File: src/rtl/adda_pkg.sv
// Shared ADC/display definitions: capture state encoding,
// trigger edge codes and default frame-buffer geometry.
package adda_pkg;

  localparam int ADC_DW = 10;
  localparam int FB_AW  = 9;

  localparam logic EDGE_RISE = 1'b0;
  localparam logic EDGE_FALL = 1'b1;

  typedef enum logic [2:0] {
    ST_IDLE      = 3'd0,
    ST_WAIT_TRIG = 3'd1,
    ST_CAPTURE   = 3'd2,
    ST_DONE      = 3'd3
  } cap_state_t;

endpackage

File: src/rtl/adc_capture_ctrl_trig_detect.sv
// Level-crossing detector: keeps the previous sample while armed,
// hit is a same-cycle pulse on the crossing sample.
module trig_detect
  import adda_pkg::*;
#(
  parameter int DW = ADC_DW
) (
  input  logic          CLK,
  input  logic          RSTn,
  input  logic          arm,
  input  logic          adc_valid,
  input  logic [DW-1:0] adc_data,
  input  logic [DW-1:0] trig_level,
  input  logic          trig_edge,
  output logic          hit
);

  logic [DW-1:0] prev;
  logic          prev_ok;
  logic          above;
  logic          was_above;

  // prev_ok is dropped whenever disarmed, so every arm starts fresh
  always_ff @(posedge CLK or negedge RSTn) begin
    if (!RSTn) begin
      prev    <= '0;
      prev_ok <= 1'b0;
    end else if (!arm) begin
      prev_ok <= 1'b0;
    end else if (adc_valid) begin
      prev    <= adc_data;
      prev_ok <= 1'b1;
    end
  end

  assign above     = adc_data >= trig_level;
  assign was_above = prev >= trig_level;

  always_comb begin
    hit = 1'b0;
    if (arm && adc_valid && prev_ok) begin
      if (trig_edge == EDGE_FALL) hit = was_above && !above;
      else                        hit = !was_above && above;
    end
  end

endmodule

File: src/rtl/adc_capture_ctrl.sv
// Triggered ADC frame capture sequencer (ADC clock domain).
// Optional auto-trigger timeout: define TRIG_TIMEOUT_EN.
module adc_capture_ctrl
  import adda_pkg::*;
#(
  parameter int DW          = ADC_DW,
  parameter int AW          = FB_AW,
  parameter int TIMEOUT_CYC = 2_000_000
) (
  input  logic          CLK,
  input  logic          RSTn,
  input  logic [DW-1:0] adc_data,
  input  logic          adc_valid,
  input  logic          start,
  input  logic          cont,
  input  logic [DW-1:0] trig_level,
  input  logic          trig_edge,
  input  logic          frame_ack,
  output logic          wr_en,
  output logic [AW-1:0] wr_addr,
  output logic [DW-1:0] wr_data,
  output logic          busy,
  output logic          frame_ready,
  output logic          trig_auto
);

  localparam logic [AW:0] LAST = {1'b0, {AW{1'b1}}};
  localparam logic [AW:0] ONE  = {{AW{1'b0}}, 1'b1};

  cap_state_t  state, state_n;
  logic [AW:0] cnt;
  logic        arm;
  logic        hit;
  logic        force_trig;
  logic        trig_go;
  logic        cap_wr;

  assign arm  = state == ST_WAIT_TRIG;
  assign busy = state != ST_IDLE;

  trig_detect #(.DW(DW)) u_trig (
    .CLK        (CLK),
    .RSTn       (RSTn),
    .arm        (arm),
    .adc_valid  (adc_valid),
    .adc_data   (adc_data),
    .trig_level (trig_level),
    .trig_edge  (trig_edge),
    .hit        (hit)
  );

`ifdef TRIG_TIMEOUT_EN
  localparam int             TW  = $clog2(TIMEOUT_CYC + 1);
  localparam logic [TW-1:0]  TMO = TW'(TIMEOUT_CYC);
  logic [TW-1:0] tmo_cnt;
  logic          auto_q;

  // saturates so the forced trigger waits for the next valid sample
  always_ff @(posedge CLK or negedge RSTn) begin
    if (!RSTn)               tmo_cnt <= '0;
    else if (!arm)           tmo_cnt <= '0;
    else if (tmo_cnt != TMO) tmo_cnt <= tmo_cnt + 1'b1;
  end

  assign force_trig = arm && adc_valid && (tmo_cnt == TMO);

  always_ff @(posedge CLK or negedge RSTn) begin
    if (!RSTn)        auto_q <= 1'b0;
    else if (trig_go) auto_q <= !hit;
  end

  assign trig_auto = auto_q;
`else
  assign force_trig = 1'b0;
  assign trig_auto  = 1'b0;
`endif

  always_comb begin
    state_n = state;
    trig_go = 1'b0;
    cap_wr  = 1'b0;
    unique case (state)
      ST_IDLE: begin
        if (start) state_n = ST_WAIT_TRIG;
      end
      ST_WAIT_TRIG: begin
        if (hit || force_trig) begin
          trig_go = 1'b1;
          cap_wr  = 1'b1;
          state_n = ST_CAPTURE;
        end
      end
      ST_CAPTURE: begin
        if (adc_valid) begin
          cap_wr = 1'b1;
          if (cnt == LAST) state_n = ST_DONE;
        end
      end
      ST_DONE: begin
        if (frame_ack)
          state_n = (cont || start) ? ST_WAIT_TRIG : ST_IDLE;
      end
      default: state_n = ST_IDLE;
    endcase
  end

  always_ff @(posedge CLK or negedge RSTn) begin
    if (!RSTn) begin
      state       <= ST_IDLE;
      cnt         <= '0;
      wr_en       <= 1'b0;
      wr_addr     <= '0;
      wr_data     <= '0;
      frame_ready <= 1'b0;
    end else begin
      state       <= state_n;
      wr_en       <= cap_wr;
      frame_ready <= (state == ST_DONE) && !frame_ack;
      if (cap_wr) begin
        wr_addr <= trig_go ? '0 : cnt[AW-1:0];
        wr_data <= adc_data;
        cnt     <= trig_go ? ONE : cnt + 1'b1;
      end
    end
  end

endmodule

File: config.mk
export PLATFORM = sky130hd
export DESIGN_NAME = adc_capture_ctrl
export DESIGN_NICKNAME = d
export VERILOG_FILES = /design/src/rtl/adda_pkg.sv /design/src/rtl/adc_capture_ctrl_trig_detect.sv /design/src/rtl/adc_capture_ctrl.sv
export SDC_FILE = /design/constraint.sdc
export NUM_CORES = 1
export LEC_CHECK = 0
export ABC_AREA = 0
export BUFFER_PORTS_ARGS = -buffer_cell sky130_fd_sc_hd__buf_4
export CORE_UTILIZATION = 50
export DETAILED_ROUTE_END_ITERATION = 8
export GPL_TIMING_DRIVEN = 0
export MAX_ROUTING_LAYER = met4
export PLACE_DENSITY = 0.72
export SETUP_SLACK_MARGIN = 0.02
export SYNTH_ARGS = -nofsm -noshare
export SYNTH_HDL_FRONTEND = slang
export SYNTH_HIERARCHICAL = 1
export SYNTH_SLANG_ARGS = --single-unit
File: constraint.sdc
create_clock -name CLK -period 3.3 [get_ports CLK]
set_input_delay 0.66 -clock CLK [delete_from_list [all_inputs] [get_ports CLK]]
set_output_delay 0.66 -clock CLK [all_outputs]
set_load 0.03 [all_outputs]
==> metrics.yaml, run 1 <==
synth:
  ys_types: 38
  synth.largest_area_cell: "dfrtp_1"
  yosys.area.top_type_share: 0.466
  synth.yosys.seq_area_share: 0.466
  syn_area_um2: 2360
  async_flop_share: 1.00
  yosysWarnings: 6
  syn_area_per_cell_um2: 10.4
  syn_nets: 279
  synth_edf_count: 0
  postSynthCellCount: 227
  synth_area_leaders: "dfrtp_1, ha_1, nand2_1, mux2_2, a22o_1"
  synth-seq-cells: 44
  ys.flop_type: "dfrtp_1"
cells_and_area:
  diodes: 0
  drive_gt1_frac: 0.283
  fillers: 385
  layoutNonFillerInstCount: 335
  ff_latch_area_um2: 1100
  multi_input_area_um2: 1170
  utilization: 0.650
  fin_nets: 334
  fin_area_um2: 2890
  area.growth.synth_to_final_pct: 22.2
timing:
  rsz0062_at_grt: "false"
  hold_viol: 0
  setup_viol: 0
  min_period_ps: 3000
  slew_violations: 0
  slew_headroom: 0.607
  fmax_mhz: 333
  worst_pin_slew_ps: 589
  period_share: 0.910
  finClkSkew_ps: 8.06
global_route:
  grt_overflow: 0
  grt_max_degree: 45
  grt_pass1_wl_um: 8580
  antenna_found_initial: 0
  grt_util_all_layers: 0.231
  grt_pass1_vias: 1884
clock_tree:
  clockBufferDepth: 2
  cts_inserted_buffers: 5
  cts_root_buffer: "clkbuf_8"
  holdBufCountCts: 0
  htreeDepth: 2
  clk_pin_slew_worst_paths_ps: 90
  cts_tree: "built"
  cts_setup_buffers: 0
  cts.sinks: 44
  clk_latency_ps: 300
pwr:
  power.density_nw_per_um2: 761
  ir_worst_vdd_mv: 0.316
  swShare: 0.401
  intPower_uw: 1320
  power_uw: 2200
  p_sw_uw: 881
  p_leak_uw: 0.00150
  power_frac_clock: 0.161
  combPwrFrac: 0.457
  seqPwrFrac: 0.382
detailed_routing:
  drt-total-wl_um: 4970
  wl_per_cell_um: 14.8
  drc: 6
  antenna_left: 0
  num_vias: 1838
  vias_per_cell: 5.49
  drt_first_pass_iters: 6
  drt_iter0_drc: 48
floorplan:
  die_width_um: 70.8
  start_util: 0.532
  io-pin-count: 50
  fp-row-count: 24
  design.core.area_um2: 4440
  die_y_um: 70.8
  die_area_um2: 5010
worst_setup_path:
  reg2regPathDepth: 12
  worstSetupPathType: "input port to flip-flop"
  r2r_setup_slack_ps: 500
  cp-end-kind: "flip-flop"
  cp.arrival_ps: 3240
  r2r_start: "u_trig/prev[7]"
  required_ps: 3540
  cp_max_fo: 10
  r2r-end: "wr_data[6]"
  start_kind: "input port"
placement:
  placed_cells: 327
  portBuffers: 48
  gp_congestion: 0.837
  place_hpwl_um: 3610
  dpl_cell_area_um2: 2790
hold_path:
  hold_class: "input port to async pin"
status:
  status: "complete, but fails checks"
  failed_checks: "design-rule violations"
flow_run:
  maxCapViolCount: 0
-- cells by family after synthesis --
group	synth area share
multiplexers	0.0492
AO/OA/AOI/OAI	0.143
other	0.00159
XOR/XNOR	0.0148
AND/OR/NAND/NOR	0.151
buffers and inverters	0.0418
flip-flops	0.466
adder cells (fa/ha/maj)	0.132
-- worst max-delay path, cell delays in order --
cell      delay, ps
buf_4            70
inv_1            50
ha_1            300
nand4_1         120
o41a_1          450
a2111o_1        450
a21oi_4         240
a22o_4          210
nand2_1         100
inv_1           150
buf_2           280
nand2_1          90
nand2_1          70
-- area by class of cell --
cell class                      instances  area share
Multi-Input combinational cell        159       0.405
Sequential cell                        44       0.381
Tap cell                               52      0.0225
Timing Repair Buffer                   48       0.125
Clock inverter                          2     0.00346
Buffer                                  7      0.0121
Clock buffer                            6      0.0286
Inverter                               17      0.0221
-- through the flow --
step	worst slack [ps]	setup TNS, ps	hold slack, ps
after global routing	85.9	0	389
after detailed placement	-117	-1200	463
after global placement	-63.6	-498	459
after floorplan	286	0	364
final	297	0	332
after CTS	197	0	359
-- what timing repair did --
item | in CTS | in global routing
endpoints found under the hold margin | 0 | 0
resized for setup | 0 | 1
setup endpoints to repair | 0 | 8
-- worst max-delay path by stage --
stage,start,endpoint,cells past startpoint
6_report,trig_level[9],wr_data[6],13
5_1_grt,trig_level[9],wr_data[9],13
4_1_cts,trig_level[7],wr_data[6],13
3_5_place_dp,trig_level[7],wr_data[6],13
3_3_place_gp,trig_level[9],wr_data[9],13
2_1_floorplan,trig_level[7],cnt[7],10
-- layout by cell type (no fill, tap or decap), drive strengths merged --
master,Yosys,layout
mux2,10,10
o221ai,1,1
a22o,10,10
o2111ai,1,1
dfrtp,44,44
conb,1,1
buf,5,53
clkbuf,2,8
o41ai,1,1
a32oi,1,1
o21a,5,5
nand2,41,41
clkinv,0,2
and4bb,1,1
nor2,7,7
xor2,4,4
or2b,1,1
inv,17,17
or3,3,3
nor2b,1,1
and2,1,1
nand3,6,6
a211o,2,2
and3,2,2
nand4,7,7
a2111o,1,1
and4,2,2
ha,25,25
nand2b,2,2
o21ai,8,8
a21oi,14,14
o41a,1,1
-- flip-flops by register name, summed over array words and instances (netlist names) --
register	count
cnt	10
frame_ready	1
state	2
u_trig/prev	10
u_trig/prev_ok	1
wr_addr	9
wr_data	10
wr_en	1
-- metal layers --
layer,up-vias,global-route usage,share of wire
met1,878,0.280,0.44
met2,42,0.364,0.49
met4,0,0.113,0.025
li1,907,-,-
met3,11,0.0527,0.046
met5,-,-,0
-- synthesized netlist by cell type (5+ instances only) --
library cell / n
a21oi_1: 11
a22o_1: 9
dfrtp_1: 44
ha_1: 25
inv_1: 17
mux2_2: 9
nand2_1: 41
nand3_1: 6
nand4_1: 6
nor2_1: 7
o21a_1: 5
o21ai_0: 8
-- power by group through the flow --
stage	clock network, µW	registers, µW	logic [µW]
CTS	364	841	1010
finish	353	840	1000
detailed placement	0	852	1000
floorplan	0	982	546
global route	385	863	1120
global placement	0	844	981
No activity file was read; power rests on OpenSTA's default activity.
==> run 2: changes to the inputs <==
--- a/config.mk
+++ b/config.mk
@@ -9,10 +9,10 @@
 export BUFFER_PORTS_ARGS = -buffer_cell sky130_fd_sc_hd__buf_4
 export CORE_UTILIZATION = 50
 export DETAILED_ROUTE_END_ITERATION = 8
-export GPL_TIMING_DRIVEN = 0
 export MAX_ROUTING_LAYER = met4
 export PLACE_DENSITY = 0.72
 export SETUP_SLACK_MARGIN = 0.02
+export SLEW_MARGIN = 15
 export SYNTH_ARGS = -nofsm -noshare
 export SYNTH_HDL_FRONTEND = slang
 export SYNTH_HIERARCHICAL = 1
==> run 2 against run 1 <==
Clock power is 2% lower. Critical endpoint is now cnt[7]. The flow still finishes with violations (design-rule violations). Register-to-register slack gained 140 ps. Critical path type unchanged. Worst setup slack improved by 87 ps. Sequential power fell by 0.5%. Highest routed layer unchanged.
==> metrics.yaml, run 2 (synthesized netlist as in run 1, its figures left out) <==
status:
  status: "complete, but fails checks"
  failed_checks: "design-rule violations"
worst_setup_path:
  cp-end-kind: "flip-flop"
  cp.arrival_ps: 3130
  required_ps: 3510
  setup.worst_path.start: "adc_data[7]"
  start_kind: "input port"
  cp_max_fo: 5
  r2r_start: "u_trig/prev[7]"
  worstSetupPathType: "input port to flip-flop"
timing:
  fin_setup_tns_ps: 0
  slew_violations: 0
  finClkSkew_ps: 4.81
  setup_viol: 0
  period_share: 0.884
  slew_headroom: 0.633
  finalWorstSetupSlack_ps: 384
  rsz0062_at_grt: "false"
  min_period_ps: 2920
  hold_viol: 0
  worst_pin_slew_ps: 551
  fmax_mhz: 343
floorplan:
  die_width_um: 70.8
  die_area_um2: 5010
  io-pin-count: 50
  fp-row-count: 24
  start_util: 0.532
  design.core.area_um2: 4440
  die_y_um: 70.8
clock_tree:
  clockBufferDepth: 2
  holdBufCountCts: 0
  cts.sinks: 44
  cts_inserted_buffers: 5
  clk_pin_slew_worst_paths_ps: 80
  clk_latency_ps: 290
  cts_tree: "built"
  cts_setup_buffers: 0
  htreeDepth: 2
  post_cts_resized: 0
  cts_root_buffer: "clkbuf_8"
detailed_routing:
  drt-total-wl_um: 4800
  drc: 6
  drt_first_pass_iters: 6
  vias_per_cell: 5.38
  drt_iter0_drc: 59
  wl_per_cell_um: 14.4
  antenna_left: 0
  num_vias: 1798
flow_run:
  maxCapViolCount: 0
placement:
  portBuffers: 48
  gp_congestion: 0.813
  dp_slack_ps: 79.0
  place_hpwl_um: 3670
cells_and_area:
  final_common_cell: "buf_4"
  fillers: 367
  area.growth.synth_to_final_pct: 22.4
  drive_gt1_frac: 0.284
  final_cell_mix: "buf_4, dfrtp_1, nand2_1"
  fin_nets: 333
  reg_top3: "cnt: 10 flops, u_trig/prev: 10 flops, wr_data: 10 flops"
  utilization: 0.651
  diodes: 0
global_route:
  grt_util_all_layers: 0.220
  grt_pass1_wl_um: 8340
  grt_overflow: 0
  grt_max_degree: 45
  antenna_found_initial: 0
  grt_pass1_vias: 1818
pwr:
  p_leak_uw: 0.00151
  power.density_nw_per_um2: 757
  ir_worst_vdd_mv: 0.343
hold_path:
  hold_class: "input port to async pin"
## run 2: stage by stage
stage / hold WS (ps) / std cells / area, µm² / total power [µW]
6_report: 350 / 334 / 2890 / 2190
5_1_grt: 397 / 334 / 2890 / 2360
4_1_cts: 370 / 334 / 2890 / 2220
3_5_place_dp: 466 / 326 / 2800 / 1860
3_3_place_gp: 461 / 326 / 2800 / 1830
2_1_floorplan: 364 / 227 / 2360 / 1530
## run 2: layout make-up
class / instances / area, µm² / share of cell area
well taps: 52 / 65.1 / 0.0225
clock buffers: 7 / 86.3 / 0.0298
repair buffers: 54 / 405 / 0.140
multi-input cells: 159 / 1160 / 0.402
flip-flops and latches: 44 / 1100 / 0.381
clock inverters: 1 / 7.51 / 0.00260
inverters: 17 / 63.8 / 0.0221
## run 2: final timing paths
check / endpoint / slack [ps] / depth (start not counted)
setup / recovery: cnt[7] / 380 / 10
hold / removal: u_trig/prev[0] / 350 / 1
setup reg to reg: cnt[7] / 640 / 10
hold reg to reg: wr_addr[0] / 480 / 2
max in group asynchronous: cnt[7] / 2570 / 1
min in group CLK: wr_addr[0] / 480 / 2
## run 2: worst max-delay path, stage by stage
cell,delay (ps)
buf_4,120
ha_1,290
nand4_1,130
o41a_1,460
a2111o_1,430
a21oi_2,190
a22o_4,190
nand4_2,150
or3_1,350
a21oi_1,160
## run 2: power by group
| part | total, µW | switching (µW) | internal, µW |
|---|---|---|---|
| Sequential | 836 | 114 | 722 |
| Clock | 347 | 177 | 170 |
| Combinational | 1010 | 572 | 436 |
| Total | 2190 | 863 | 1330 |
## run 2: metal layers
layer,vias up,share of wire,GRT usage
met5,-,0,-
met4,0,0.011,0.0667
met3,5,0.042,0.0356
met2,32,0.48,0.354
met1,855,0.46,0.288
li1,906,-,-
==> run 3: changes to the inputs <==
--- a/config.mk
+++ b/config.mk
@@ -10,7 +10,7 @@
 export CORE_UTILIZATION = 50
 export DETAILED_ROUTE_END_ITERATION = 8
 export MAX_ROUTING_LAYER = met4
-export PLACE_DENSITY = 0.72
+export PLACE_DENSITY = 0.8
 export SETUP_SLACK_MARGIN = 0.02
 export SLEW_MARGIN = 15
 export SYNTH_ARGS = -nofsm -noshare
==> run 3 against run 2 <==
The flow still finishes with violations (design-rule violations). Register-to-register slack got worse by 170 ps. Clock-buffer cell count fell by 2. Worst setup slack got worse by 27 ps. Critical path type unchanged. Critical path depth rose by 2. Maximum frequency fell by 0.90%. Highest routed layer unchanged. Flip-flop and latch count did not move. Critical endpoint is now state[1]. Non-clock buffer count fell by 1. Cell area rose by 0.95%. Utilization rose by 0.62 points. First-iteration DRC count rose by 93%. Sequential share of layout area fell by 0.36 points. Global-route usage rose by 1.1 points.
==> metrics.yaml, run 3 (synthesized netlist as in run 1, its figures left out) <==
status:
  status: "complete, but fails checks"
  failed_checks: "design-rule violations"
pwr:
  swShare: 0.381
  p_sw_uw: 895
  power.density_nw_per_um2: 804
  p_leak_uw: 0.00152
  seqPwrFrac: 0.359
  power_frac_clock: 0.204
  intPower_uw: 1450
  combPwrFrac: 0.436
  ir_worst_vdd_mv: 0.324
timing:
  hold_ws_ps: 336
  hold_viol: 0
  min_period_ps: 2940
  rsz0062_at_grt: "false"
  fin_setup_tns_ps: 0
  setup_viol: 0
  worst_pin_slew_ps: 557
  fmax_mhz: 340
  slew_violations: 0
  finClkSkew_ps: 4.27
  slew_headroom: 0.629
  period_share: 0.892
detailed_routing:
  num_vias: 1852
  drt_first_pass_iters: 6
  dr.max_layer_used: "met4"
  drt-total-wl_um: 5150
  wl_met2_um: 2630
  drc: 10
  wl_met3_um: 239
  wl_per_cell_um: 15.5
  drt_iter0_drc: 114
  vias_per_cell: 5.58
  antenna_left: 0
  drt-met1-wl_um: 2190
worst_setup_path:
  cpPeakStageDelay_ps: 380
  cp.depth: 12
  r2r_setup_slack_ps: 470
  start_kind: "input port"
  cp_max_fo: 3
  cp-end-kind: "flip-flop"
  worst-path-buf-inv: 3
  path_cells: "buf_4 > inv_1 > ha_1 > a211o_1 > a21oi_1 > o41ai_1 > a2111o_1 > a21oi_2 > inv_1 > a21oi_1 > o221ai_2 > mux2_4"
  required_ps: 3490
  r2r_start: "u_trig/prev[7]"
  cp.arrival_ps: 3130
  crit_path_top_delay_cell: "a2111o_1"
  worstSetupPathType: "input port to flip-flop"
  crit_family: "compound AO/OA/AOI/OAI gates"
  reg2regPathDepth: 10
  r2r-end: "state[1]"
cells_and_area:
  utilization: 0.657
  drive_gt1_frac: 0.282
  diodes: 0
  layoutNonFillerInstCount: 332
  final_cell_mix: "buf_4, dfrtp_1, nand2_1"
  fin_nets: 332
  fillers: 375
  final_common_cell: "buf_4"
  reg_top3: "cnt: 10 flops, u_trig/prev: 10 flops, wr_data: 10 flops"
  area.growth.synth_to_final_pct: 23.6
clock_tree:
  cts_tree: "built"
  htreeDepth: 2
  cts_setup_buffers: 0
  clk_latency_ps: 300
  clockBufferDepth: 2
  cts_inserted_buffers: 5
  cts.sinks: 44
  cts_root_buffer: "clkbuf_8"
  clk_pin_slew_worst_paths_ps: 80
  post_cts_resized: 0
  holdBufCountCts: 0
floorplan:
  design.core.area_um2: 4440
  start_util: 0.532
  io-pin-count: 50
  die_y_um: 70.8
  die_width_um: 70.8
  die_area_um2: 5010
  fp-row-count: 24
global_route:
  grt_pass1_vias: 1886
  grt_max_degree: 45
  antenna_found_initial: 0
  grt_pass1_wl_um: 8600
  grt_overflow: 0
  grt_util_all_layers: 0.231
placement:
  place_hpwl_um: 3820
  gp_congestion: 0.861
  placed_cells: 325
  portBuffers: 48
hold_path:
  hold_class: "input port to async pin"
flow_run:
  maxCapViolCount: 0
[run 3: changes by cell type in the layout (fill, tap and decap cells not counted), sizes merged]
cell,change
bufinv,+2
clkbuf,-2
buf,-1
clkinvlp,-1
[run 3: worst reg2reg max path: stages (launching register included)]
cell      delay, ps
dfrtp_1         380
ha_1            300
a211o_1         270
a21oi_1         210
o41ai_1         150
a2111o_1        380
a21oi_2         190
inv_1            70
a21oi_1         270
o221ai_2        180
mux2_4          320
[run 3: worst max path at each step]
| stage | startpoint | end | slack (ps) |
|---|---|---|---|
| final | trig_level[7] | state[1] | 360 |
| after global routing | trig_level[9] | cnt[9] | 260 |
| after CTS | trig_level[9] | state[1] | 360 |
| after detailed placement | trig_level[9] | cnt[7] | 90 |
| after global placement | adc_data[7] | state[1] | 170 |
| after floorplan | trig_level[7] | cnt[7] | 290 |
[run 3: power groups by stage]
stage	Sequential (µW)	Combinational (µW)	Clock [µW]
after floorplan	982	546	0
after global placement	844	974	0
after detailed placement	852	1020	0
after CTS	843	1030	488
after global routing	871	1130	511
final	844	1020	479
[run 3: area by class of cell]
class	count	area, µm²	area share
inverter	17	63.8	0.0219
multi-input combinational	159	1160	0.398
clock inverter	2	60.1	0.0206
clock buffer	5	68.8	0.0236
tap	52	65.1	0.0223
sequential	44	1100	0.377
timing repair buffer	53	398	0.136
[run 3: metrics by stage]
stage                     total power [µW]  instance area, µm²  setup slack, ps
after floorplan                       1530                2360              286
after global placement                1820                2790              165
after detailed placement              1870                2790             88.6
after CTS                             2360                2920              364
after global routing                  2510                2920              260
final                                 2350                2920              358
[run 3: per-layer routing]
| layer | GRT usage | vias to the layer above |
|---|---|---|
| met5 | - | - |
| met4 | 0.0822 | 0 |
| met3 | 0.0442 | 8 |
| met2 | 0.392 | 51 |
| met1 | 0.274 | 894 |
| li1 | - | 899 |
